==> config.mk <==
export PLATFORM = sky130hd
export DESIGN_NAME = uart_rx_sampler_flat
export DESIGN_NICKNAME = d
export VERILOG_FILES = /design/src/rtl/uart_rx_pkg.sv /design/src/rtl/uart_rx_sampler_if.sv /design/src/rtl/uart_rx_edge_bit_counter.sv /design/src/rtl/uart_rx_sampler.sv /design/src/flat_wrapper.sv
export SDC_FILE = /design/constraint.sdc
export NUM_CORES = 1
export LEC_CHECK = 0
export BUFFER_PORTS_ARGS = -buffer_cell sky130_fd_sc_hd__buf_2
export CAP_MARGIN = 20
export CORE_MARGIN = 3
export CORE_UTILIZATION = 45
export DETAILED_ROUTE_END_ITERATION = 12
export GPL_TIMING_DRIVEN = 1
export PLACE_DENSITY = 0.8
export SETUP_SLACK_MARGIN = 0.3
export SLEW_MARGIN = 20
export SYNTH_ARGS = -nofsm -noshare
export SYNTH_HDL_FRONTEND = slang
export SYNTH_SLANG_ARGS = --single-unit
==> constraint.sdc <==
create_clock -name CLK -period 3.1 [get_ports CLK]
set_input_delay 0.775 -clock CLK [delete_from_list [all_inputs] [get_ports CLK]]
set_output_delay 0.775 -clock CLK [all_outputs]
set_load 0.03 [all_outputs]
==> src/rtl/uart_rx_pkg.sv <==
// Shared defaults and helpers for the UART receive sampler slice.
package uart_rx_pkg;

    localparam int PRESCALE_W_DEFAULT = 6;
    localparam int BIT_CNT_W_DEFAULT  = 4;
    localparam logic IDLE_LEVEL       = 1'b1;
    localparam int MIN_PRESCALE       = 4;

    function automatic logic majority3(input logic a, input logic b, input logic c);
        return (a & b) | (a & c) | (b & c);
    endfunction

endpackage

==> src/rtl/uart_rx_sampler_if.sv <==
// Bundles the serial input, counter controls and sampler outputs of uart_rx_sampler.
interface uart_rx_sampler_if
    import uart_rx_pkg::*;
#(
    parameter int PRESCALE_W = PRESCALE_W_DEFAULT,
    parameter int BIT_CNT_W  = BIT_CNT_W_DEFAULT
);

    logic                  RX_IN;
    logic [PRESCALE_W-1:0] prescale;
    logic                  cnt_en;
    logic                  smp_en;
    logic [PRESCALE_W-1:0] edge_cnt;
    logic [BIT_CNT_W-1:0]  bit_cnt;
    logic                  bit_done;
    logic                  sampled_bit;
    logic                  smp_valid;

    modport master (
        output RX_IN, prescale, cnt_en, smp_en,
        input  edge_cnt, bit_cnt, bit_done, sampled_bit, smp_valid
    );

    modport slave (
        input  RX_IN, prescale, cnt_en, smp_en,
        output edge_cnt, bit_cnt, bit_done, sampled_bit, smp_valid
    );

endinterface

==> src/rtl/uart_rx_edge_bit_counter.sv <==
// Tracks the cycle position inside a bit and the number of bits completed in the frame.
module uart_rx_edge_bit_counter
    import uart_rx_pkg::*;
#(
    parameter int PRESCALE_W = PRESCALE_W_DEFAULT,
    parameter int BIT_CNT_W  = BIT_CNT_W_DEFAULT
) (
    input  logic                  CLK,
    input  logic                  RST,
    input  logic                  cnt_en,
    input  logic [PRESCALE_W-1:0] prescale,
    output logic [PRESCALE_W-1:0] p_eff,
    output logic [PRESCALE_W-1:0] edge_cnt,
    output logic [BIT_CNT_W-1:0]  bit_cnt,
    output logic                  bit_done
);

    localparam logic [PRESCALE_W-1:0] MIN_P   = PRESCALE_W'(MIN_PRESCALE);
    localparam logic [PRESCALE_W-1:0] LSB_CLR = {{(PRESCALE_W-1){1'b1}}, 1'b0};

    logic [PRESCALE_W-1:0] p_even;

    // Odd ratios round down, tiny ratios clamp so three sample points always fit.
    assign p_even = prescale & LSB_CLR;
    assign p_eff  = (p_even < MIN_P) ? MIN_P : p_even;

    // Using >= lets a mid-bit prescale reduction wrap on the very next cycle.
    always_ff @(posedge CLK or negedge RST) begin
        if (!RST) begin
            edge_cnt <= '0;
            bit_cnt  <= '0;
            bit_done <= 1'b0;
        end else if (!cnt_en) begin
            edge_cnt <= '0;
            bit_cnt  <= '0;
            bit_done <= 1'b0;
        end else if (edge_cnt >= p_eff - PRESCALE_W'(1)) begin
            edge_cnt <= '0;
            bit_cnt  <= bit_cnt + BIT_CNT_W'(1);
            bit_done <= 1'b1;
        end else begin
            edge_cnt <= edge_cnt + PRESCALE_W'(1);
            bit_done <= 1'b0;
        end
    end

endmodule

==> src/rtl/uart_rx_sampler.sv <==
// UART receive synchronizer, bit timing and mid-bit sampler.
// Define UART_RX_MAJORITY_EN to decide each bit by 2-of-3 vote instead of the centre sample.
module uart_rx_sampler
    import uart_rx_pkg::*;
#(
    parameter int PRESCALE_W = PRESCALE_W_DEFAULT,
    parameter int BIT_CNT_W  = BIT_CNT_W_DEFAULT
) (
    input  logic            CLK,
    input  logic            RST,
    uart_rx_sampler_if.slave bus
);

    logic                  rx_meta;
    logic                  rx_s;
    logic [PRESCALE_W-1:0] p_eff;
    logic [PRESCALE_W-1:0] half_p;
    logic                  at_s2;
    logic                  decided;

    always_ff @(posedge CLK or negedge RST) begin
        if (!RST) begin
            rx_meta <= IDLE_LEVEL;
            rx_s    <= IDLE_LEVEL;
        end else begin
            rx_meta <= bus.RX_IN;
            rx_s    <= rx_meta;
        end
    end

    uart_rx_edge_bit_counter #(
        .PRESCALE_W (PRESCALE_W),
        .BIT_CNT_W  (BIT_CNT_W)
    ) u_counter (
        .CLK      (CLK),
        .RST      (RST),
        .cnt_en   (bus.cnt_en),
        .prescale (bus.prescale),
        .p_eff    (p_eff),
        .edge_cnt (bus.edge_cnt),
        .bit_cnt  (bus.bit_cnt),
        .bit_done (bus.bit_done)
    );

    assign half_p = p_eff >> 1;
    assign at_s2  = bus.cnt_en && (bus.edge_cnt == half_p);

`ifdef UART_RX_MAJORITY_EN
    logic s0;
    logic s1;

    // Early samples are taken even with smp_en low so the vote is ready whenever it is enabled.
    always_ff @(posedge CLK or negedge RST) begin
        if (!RST) begin
            s0 <= 1'b0;
            s1 <= 1'b0;
        end else if (bus.cnt_en) begin
            if (bus.edge_cnt == half_p - PRESCALE_W'(2)) begin
                s0 <= rx_s;
            end
            if (bus.edge_cnt == half_p - PRESCALE_W'(1)) begin
                s1 <= rx_s;
            end
        end
    end

    assign decided = majority3(s0, s1, rx_s);
`else
    assign decided = rx_s;
`endif

    always_ff @(posedge CLK or negedge RST) begin
        if (!RST) begin
            bus.sampled_bit <= IDLE_LEVEL;
            bus.smp_valid   <= 1'b0;
        end else begin
            bus.smp_valid <= at_s2 && bus.smp_en;
            if (at_s2 && bus.smp_en) begin
                bus.sampled_bit <= decided;
            end
        end
    end

endmodule

==> src/flat_wrapper.sv <==
// flat-port wrapper written by rule: the top's interface ports become plain ports
module uart_rx_sampler_flat import uart_rx_pkg::*;
#(
    parameter int PRESCALE_W = PRESCALE_W_DEFAULT,
    parameter int BIT_CNT_W  = BIT_CNT_W_DEFAULT
)
  (CLK, RST, bus_RX_IN, bus_prescale, bus_cnt_en, bus_smp_en, bus_edge_cnt, bus_bit_cnt, bus_bit_done, bus_sampled_bit, bus_smp_valid);
  uart_rx_sampler_if #(.PRESCALE_W(PRESCALE_W), .BIT_CNT_W(BIT_CNT_W)) bus_i ();
  input  logic CLK;
  input  logic RST;
  input wire logic [$bits(bus_i.RX_IN)-1:0] bus_RX_IN;
  input wire logic [$bits(bus_i.prescale)-1:0] bus_prescale;
  input wire logic [$bits(bus_i.cnt_en)-1:0] bus_cnt_en;
  input wire logic [$bits(bus_i.smp_en)-1:0] bus_smp_en;
  output wire logic [$bits(bus_i.edge_cnt)-1:0] bus_edge_cnt;
  output wire logic [$bits(bus_i.bit_cnt)-1:0] bus_bit_cnt;
  output wire logic [$bits(bus_i.bit_done)-1:0] bus_bit_done;
  output wire logic [$bits(bus_i.sampled_bit)-1:0] bus_sampled_bit;
  output wire logic [$bits(bus_i.smp_valid)-1:0] bus_smp_valid;
  assign bus_i.RX_IN = bus_RX_IN;
  assign bus_i.prescale = bus_prescale;
  assign bus_i.cnt_en = bus_cnt_en;
  assign bus_i.smp_en = bus_smp_en;
  assign bus_edge_cnt = bus_i.edge_cnt;
  assign bus_bit_cnt = bus_i.bit_cnt;
  assign bus_bit_done = bus_i.bit_done;
  assign bus_sampled_bit = bus_i.sampled_bit;
  assign bus_smp_valid = bus_i.smp_valid;
  uart_rx_sampler #(.PRESCALE_W(PRESCALE_W), .BIT_CNT_W(BIT_CNT_W)) u_core (.CLK(CLK), .RST(RST), .bus(bus_i));
endmodule
==> flow_metrics.tcl, run 1 <==
set metrics [dict create \
    adder_cell_share_of_the_synthesized_area 0.1119 \
    most_common_cell_in_the_netlist "sky130_fd_sc_hd__dfrtp_1" \
    power.density_nw_per_um2 395.9 \
    worst_slew_pin_slew_ps 322.6 \
    fin_setup_tns_ps 0 \
    fp.dieH_um 50.59 \
    ys_warn_count 0 \
    timing.final.crit_share 0.8546 \
    cts_buffers 3 \
    synthToLayoutAreaGrowth_pct 19.16 \
    kind_of_end_point_of_the_critical_path "flop" \
    r2r.worst_path.cells 5 \
    n_antenna_cell 0 \
    worstHoldPathType "flop to flop" \
    async_set_reset_flop_share_out_of_synthesis 1.000 \
    p_switching_w 0.0001282 \
    rsz0062_at_grt "false" \
    final_max_slew_viol_count 0 \
    nNetsFinal 131 \
    area_of_the_core_um2 1802 \
    synthFlopType "sky130_fd_sc_hd__dfrtp_1" \
    clock_skew_ps 11.12 \
    final_weighted_congestion_of_routability_driven_global_placement 0.7773 \
    yosys-top-cells-area "sky130_fd_sc_hd__dfrtp_1 34%, sky130_fd_sc_hd__ha_1 11%, sky130_fd_sc_hd__dfstp_2 8.8%" \
    total_power_consumption_w 0.0004221 \
    floorplan.initialDensity 0.4965 \
    drt-wirelength-per-cell_um 13.42 \
    maxClockFrequency_mhz 377.5 \
    yosys.area_share.xor_xnor 0.09790 \
    power.switching_fraction 0.3038 \
    max-cap-violations 0 \
    synth.ff_latch_count 15 \
    placementRows 15 \
    arrival_ps 2830 \
    share_seq_of_total_power 0.518 \
    timing.final.hold_violations 0 \
    netlist_top_cells_count "12 x sky130_fd_sc_hd__dfrtp_1, 10 x sky130_fd_sc_hd__nor2_1, 8 x sky130_fd_sc_hd__ha_1, 7 x sky130_fd_sc_hd__xnor2_1, 6 x sky130_fd_sc_hd__nand2_1" \
    numClockSinks 15 \
    htreeDepth 1 \
    synth_top_family_by_area "compound AO/OA/AOI/OAI gates" \
    syn_nets 104 \
    yosys.area_share.simple 0.1441 \
    filler_cell_count 168 \
    hold_buffers 0 \
    worst_r2r_endpoint "u_core.u_counter.bit_cnt[3]" \
    number_of_design_rule_violations_left_after_detail_routing 0 \
    detail-route-antenna-nets 0 \
    number_of_synthesized_flops_with_an_enable_pin 0 \
    synthesis.instances 85 \
    grt_remaining_overflow 0 \
    numPortBuffers 22 \
    area_share_of_the_largest_cell_type_after_synthesis 0.3357 \
    crit_path_end "u_core.u_counter.bit_cnt[0]" \
    status "complete, no violations" \
    leakage_nw 0.5323 \
    internal_power_w 0.0002938 \
    max-slew-margin-rel 0.7827 \
    power.clock.fraction 0.257 \
    clkSlewWorstSetupHoldPaths_ps 90 \
    io-pin-count 24 \
    vdd_drop_max_mv 0.2442 \
    timing.setup.critical_path_class "input port to flop" \
    floorplan.die.width_um 50.59 \
    synth_compound_gate_area_share 0.1538 \
    wirelength_mm 1.825 \
    setup_viol 0 \
    worst_setup_path_start_kind "input port" \
    p_comb_frac 0.224 \
    ff2ff_setup_slack_ps 1390 \
    die_area_um2 2559 \
    detailroute.via_count 722 \
    cts-root-to-sink-buffers 2 \
    worst-endpoint-required_ps 3280 \
    grt_pass1_wl_mm 2.925 \
    viasPerCell 5.309 \
    number_of_antenna_violations_at_the_first_check_in_global_routing 0 \
    grt_max_degree 16 \
    synth_seq_area_share 0.4238 \
    combined_area_of_all_synthesized_cells_um2 894.6 \
    first_global_vias 666 \
    clockRootBuffer "sky130_fd_sc_hd__clkbuf_4" \
    dp.final_hpwl_mm 1.403 \
    track_usage 0.1528 \
    critical_path_peak_fanout 5 \
    clk-insertion-delay-late_ps 280 \
    initialDrtViolationCount 13 \
    final.min_clock_period_ps 2649 \
    final_design_utilization 0.5917 \
    crit_start "bus_prescale[5]" \
    post_synth.cell_area_avg_um2 10.52 \
    drtPass1Iterations 4 \
    tritoncts_clock_tree "done" \
    worst_r2r_startpoint "u_core.u_counter.edge_cnt[3]" \
    netlist.top_cell.by_area "sky130_fd_sc_hd__dfrtp_1" \
    synthMuxAreaShare 0.03916 \
    synth.lib_cells_used.distinct 28 \
    final_layout_size_suffix_gt1_frac 0.3063 \
]
-- metal layers --
metal | routed length [µm] | GRT usage | vias up
met5 | 0 | 0 | -
met4 | 34 | 0.08072 | 0
met3 | 105 | 0.01780 | 4
met2 | 908 | 0.2413 | 25
met1 | 777 | 0.2037 | 337
li1 | - | - | 356
-- cells in the final DEF, fill, tap and decap left out, types with 2 or more instances in the layout --
| cell type | n |
|---|---|
| sky130_fd_sc_hd__a21oi_1 | 5 |
| sky130_fd_sc_hd__dfrtp_1 | 12 |
| sky130_fd_sc_hd__mux2i_1 | 2 |
| sky130_fd_sc_hd__o21ai_0 | 3 |
| sky130_fd_sc_hd__dfstp_2 | 3 |
| sky130_fd_sc_hd__nor2_1 | 10 |
| sky130_fd_sc_hd__xor2_1 | 3 |
| sky130_fd_sc_hd__inv_1 | 3 |
| sky130_fd_sc_hd__xnor2_1 | 7 |
| sky130_fd_sc_hd__buf_2 | 22 |
| sky130_fd_sc_hd__nand2b_1 | 2 |
| sky130_fd_sc_hd__ha_1 | 8 |
| sky130_fd_sc_hd__nor3_1 | 3 |
| sky130_fd_sc_hd__nand3_1 | 3 |
| sky130_fd_sc_hd__nand2_1 | 6 |
| sky130_fd_sc_hd__clkbuf_4 | 3 |
-- stage by stage --
stage,cells,hold slack (ps),setup WS (ps),instance area (µm²)
2_1_floorplan,85,345.2,342.8,894.6
3_3_place_gp,132,345.9,184.6,1028
3_5_place_dp,132,349.5,137.9,1028
4_1_cts,136,361.0,432.5,1055
5_1_grt,136,368.7,264.3,1066
6_report,136,359.0,450.7,1066
-- sequential cells by signal (all words and copies together), names as in the netlist --
signal and cells:
u_core.decided 1, u_core.bus.smp_valid 1, u_core.u_counter.edge_cnt 6, u_core.u_counter.bit_cnt 4, u_core.u_counter.bit_done 1, u_core.bus.sampled_bit 1
u_core.rx_meta 1
-- cell families (layout without fill, tap and decap cells) --
| kind of cell | Yosys count | in the layout |
|---|---|---|
| and+or+nand+nor | 28 | 28 |
| xor gates and xnor gates | 10 | 10 |
| buffers and inverters | 4 | 30 |
| muxes | 3 | 3 |
| adders and majority gates | 8 | 8 |
| DFF | 15 | 15 |
| AOI/OAI and AO/OA | 17 | 17 |
-- timing repair --
| action | 4_1_cts | 5_1_grt |
|---|---|---|
| setup buffers | 0 | 0 |
| endpoints found under the setup margin | 0 | 5 |
| resized for setup | 0 | 2 |
-- critical path, stage by stage --
cell and delay (ps):
sky130_fd_sc_hd__buf_2 140, sky130_fd_sc_hd__o41ai_2 400, sky130_fd_sc_hd__ha_1 250, sky130_fd_sc_hd__nand2_1 70
sky130_fd_sc_hd__xor2_1 150, sky130_fd_sc_hd__ha_1 340, sky130_fd_sc_hd__nand4_1 170, sky130_fd_sc_hd__o22a_1 280
sky130_fd_sc_hd__a21boi_0 180, sky130_fd_sc_hd__nor3_1 60
-- area by class of cell --
| class | instances | area, µm² | area share |
|---|---|---|---|
| multi-input combinational | 66 | 500.5 | 0.4695 |
| clock buffer | 4 | 26.28 | 0.02465 |
| inverter | 3 | 11.26 | 0.01056 |
| tap | 25 | 31.28 | 0.02934 |
| timing repair buffer | 23 | 117.6 | 0.1103 |
| sequential | 15 | 379.1 | 0.3556 |
-- how the worst min path moves through the flow --
stage / startpoint / end / slack [ps] / cells past startpoint
after floorplan: u_core.rx_meta / u_core.decided / 350 / 0
after global placement: u_core.rx_meta / u_core.decided / 350 / 0
after detailed placement: u_core.rx_meta / u_core.decided / 350 / 0
after CTS: u_core.rx_meta / u_core.decided / 360 / 0
after global routing: u_core.rx_meta / u_core.decided / 370 / 0
final: u_core.rx_meta / u_core.decided / 360 / 0
-- power by group through the flow --
stage | sequential, W | combinational (W) | clock, W
finish | 0.000219 | 0.0000947 | 0.000109
global route | 0.000220 | 0.000104 | 0.000123
CTS | 0.000219 | 0.0000924 | 0.000113
detailed placement | 0.000222 | 0.0000920 | 0
global placement | 0.000221 | 0.0000886 | 0
floorplan | 0.000236 | 0.0000461 | 0
(Power assumes the default switching activity.)
==> inputs of run 2 (changes only) <==
--- a/config.mk
+++ b/config.mk
@@ -7,11 +7,11 @@
 export LEC_CHECK = 0
 export BUFFER_PORTS_ARGS = -buffer_cell sky130_fd_sc_hd__buf_2
 export CAP_MARGIN = 20
-export CORE_MARGIN = 3
+export CORE_MARGIN = 4
 export CORE_UTILIZATION = 45
 export DETAILED_ROUTE_END_ITERATION = 12
 export GPL_TIMING_DRIVEN = 1
-export PLACE_DENSITY = 0.8
+export PLACE_DENSITY = 0.73
 export SETUP_SLACK_MARGIN = 0.3
 export SLEW_MARGIN = 20
 export SYNTH_ARGS = -nofsm -noshare
==> run 2 against run 1 <==
Effect of this change:
- non-clock buffer count stayed put
- combinational power is 2% lower
- clock power up 7%
- register-to-register slack improved by 20 ps
- critical path depth stayed put
- clock skew decreased by 8.6 ps
==> flow_metrics.tcl, run 2 (synthesized netlist as in run 1, its figures left out) <==
set metrics [dict create \
    floorplan.die.width_um 52.59 \
    numClockSinks 15 \
    critical_path_peak_fanout 5 \
    timing.final.crit_share 0.8436 \
    timing.critical_path.mode_cell "sky130_fd_sc_hd__ha_1" \
    cts_buffers 3 \
    grt_remaining_overflow 0 \
    synthToLayoutAreaGrowth_pct 19.30 \
    grt_pass1_wl_mm 3.215 \
    rsz0062_at_grt "false" \
    final_weighted_congestion_of_routability_driven_global_placement 0.7974 \
    track_usage 0.1607 \
    timing.critical_path.cells "buf_2, o41ai_2, ha_1, nand2_1, xor2_1, ha_1, nand4_1, o22a_1, a21boi_0, nor3_1" \
    timing.critical_path.slowest_cell_delay_ps 400 \
    n_antenna_cell 0 \
    path_buf_inv 1 \
    slowest_stage "sky130_fd_sc_hd__o41ai_2" \
    final_layout_size_suffix_gt1_frac 0.3153 \
    largest_register_ffs 6 \
    setup_viol 0 \
    multi_input_comb_area_um2 500.5 \
    final.min_clock_period_ps 2615 \
    power.switching_fraction 0.3187 \
    final-seq-area_um2 379.1 \
    number_of_antenna_violations_at_the_first_check_in_global_routing 0 \
    power.clock.fraction 0.273 \
    die_area_um2 2765 \
    initialDrtViolationCount 8 \
    tritoncts_clock_tree "done" \
    layout.cells.most_common_list "22 x sky130_fd_sc_hd__buf_2, 12 x sky130_fd_sc_hd__dfrtp_1, 10 x sky130_fd_sc_hd__nor2_1" \
    htreeDepth 1 \
    maxClockFrequency_mhz 382.4 \
    p_comb_frac 0.217 \
    post-route-cell-area_um2 1067 \
    cts-root-to-sink-buffers 2 \
    clock_skew_ps 2.472 \
    largest_registers "u_core.u_counter.edge_cnt: 6 flops, u_core.u_counter.bit_cnt: 4 flops" \
    kind_of_end_point_of_the_critical_path "flop" \
    arrival_ps 2800 \
    detailroute.via_count 711 \
    final_max_slew_viol_count 0 \
    max-cap-violations 0 \
    area_of_the_core_um2 1802 \
    fp.dieH_um 52.59 \
    worst-endpoint-required_ps 3280 \
    nNetsFinal 131 \
    clkSlewWorstSetupHoldPaths_ps 100 \
    timing.setup.critical_path_class "input port to flop" \
    layout.cells.most_common "sky130_fd_sc_hd__buf_2" \
    postCtsSetupBuffers 0 \
    wirelength_mm 1.809 \
    timing.final.hold_violations 0 \
    leakage_nw 0.5350 \
    path_delay_family "compound AO/OA/AOI/OAI gates" \
    max-slew-margin-rel 0.7528 \
    worst_slew_pin_slew_ps 370.7 \
    drt-wirelength-per-cell_um 13.30 \
    number_of_design_rule_violations_left_after_detail_routing 0 \
    worst_setup_path_start_kind "input port" \
    power.density_nw_per_um2 400.8 \
    numPortBuffers 22 \
    grt_max_degree 16 \
    detail-route-antenna-nets 0 \
    first_global_vias 742 \
    floorplan.initialDensity 0.4965 \
    max_flop_register "u_core.u_counter.edge_cnt" \
    internal_power_w 0.0002914 \
    vdd_drop_max_mv 0.2257 \
    status "complete, no violations" \
    dp.final_hpwl_mm 1.413 \
    final_design_utilization 0.5924 \
    viasPerCell 5.228 \
    filler_cell_count 176 \
    placementRows 15 \
    hold_buffers 0 \
    total_cell_area_at_the_placement_stage_um2 1028 \
    p_switching_w 0.0001363 \
    fin_setup_tns_ps 0 \
    clk-insertion-delay-late_ps 290 \
    io-pin-count 24 \
    drtPass1Iterations 3 \
    share_seq_of_total_power 0.510 \
    worstHoldPathType "flop to flop" \
    clockRootBuffer "sky130_fd_sc_hd__clkbuf_4" \
]
-- run 2: cell types whose count changed in the layout (fill, tap and decap cells not counted) --
| cell | change |
|---|---|
| sky130_fd_sc_hd__clkbuf_1 | -1 |
| sky130_fd_sc_hd__clkinv_2 | +1 |
-- run 2: timing repair --
item,in CTS,in global routing
endpoints found under the setup margin,0,7
gates resized for setup,0,2
endpoints found under the hold margin,0,0
-- run 2: metal layers --
metal / vias to the layer above / part of all wire / track usage
met5: - / 0 / 0
met4: 0 / 0.025 / 0.08936
met3: 5 / 0.032 / 0.02564
met2: 16 / 0.45 / 0.2459
met1: 335 / 0.50 / 0.2135
li1: 355 / - / -
-- run 2: worst reg2reg max path, cell delays in order (launching register included) --
cell and delay [ps]:
sky130_fd_sc_hd__dfrtp_1 470, sky130_fd_sc_hd__ha_1 350, sky130_fd_sc_hd__a21oi_1 230, sky130_fd_sc_hd__o22ai_2 130
sky130_fd_sc_hd__o21ai_0 230, sky130_fd_sc_hd__mux2i_1 210
-- run 2: per-stage QoR --
| stage | power (W) | instances | worst slack [ps] | hold WS (ps) |
|---|---|---|---|---|
| after floorplan | 0.0002824 | 85 | 342.8 | 345.2 |
| after global routing | 0.0004518 | 136 | 312.1 | 368.4 |
| after CTS | 0.0004288 | 136 | 441.4 | 364.0 |
| after detailed placement | 0.0003139 | 132 | 127.2 | 350.0 |
| after global placement | 0.0003102 | 132 | 177.2 | 345.5 |
| final | 0.0004277 | 136 | 484.7 | 363.2 |
-- run 2: power by group through the flow --
stage	sequential (W)	clock, W	combinational [W]
6_report	0.000218	0.000117	0.0000927
5_1_grt	0.000220	0.000129	0.000102
4_1_cts	0.000218	0.000119	0.0000921
3_5_place_dp	0.000222	0	0.0000921
3_3_place_gp	0.000221	0	0.0000889
2_1_floorplan	0.000236	0	0.0000461
-- run 2: final timing paths --
| path | start | to | slack [ps] | cells after the start |
|---|---|---|---|---|
| setup / recovery | bus_prescale[5] | u_core.u_counter.bit_cnt[0] | 480 | 10 |
| hold / removal | u_core.rx_meta | u_core.decided | 360 | 0 |
| setup reg to reg | u_core.u_counter.edge_cnt[3] | u_core.u_counter.bit_cnt[2] | 1410 | 5 |
| hold reg to reg | u_core.rx_meta | u_core.decided | 360 | 0 |
| max in group asynchronous | RST | u_core.bus.sampled_bit | 2440 | 1 |
| min in group asynchronous | RST | u_core.u_counter.edge_cnt[4] | 370 | 1 |
-- run 2: area by class of cell --
type	instances	area share
inverters	3	0.01055
repair buffers	23	0.1102
clock inverters	1	0.004689
clock buffers	3	0.02110
flip-flops and latches	15	0.3552
multi-input cells	66	0.4689
well taps	25	0.02931
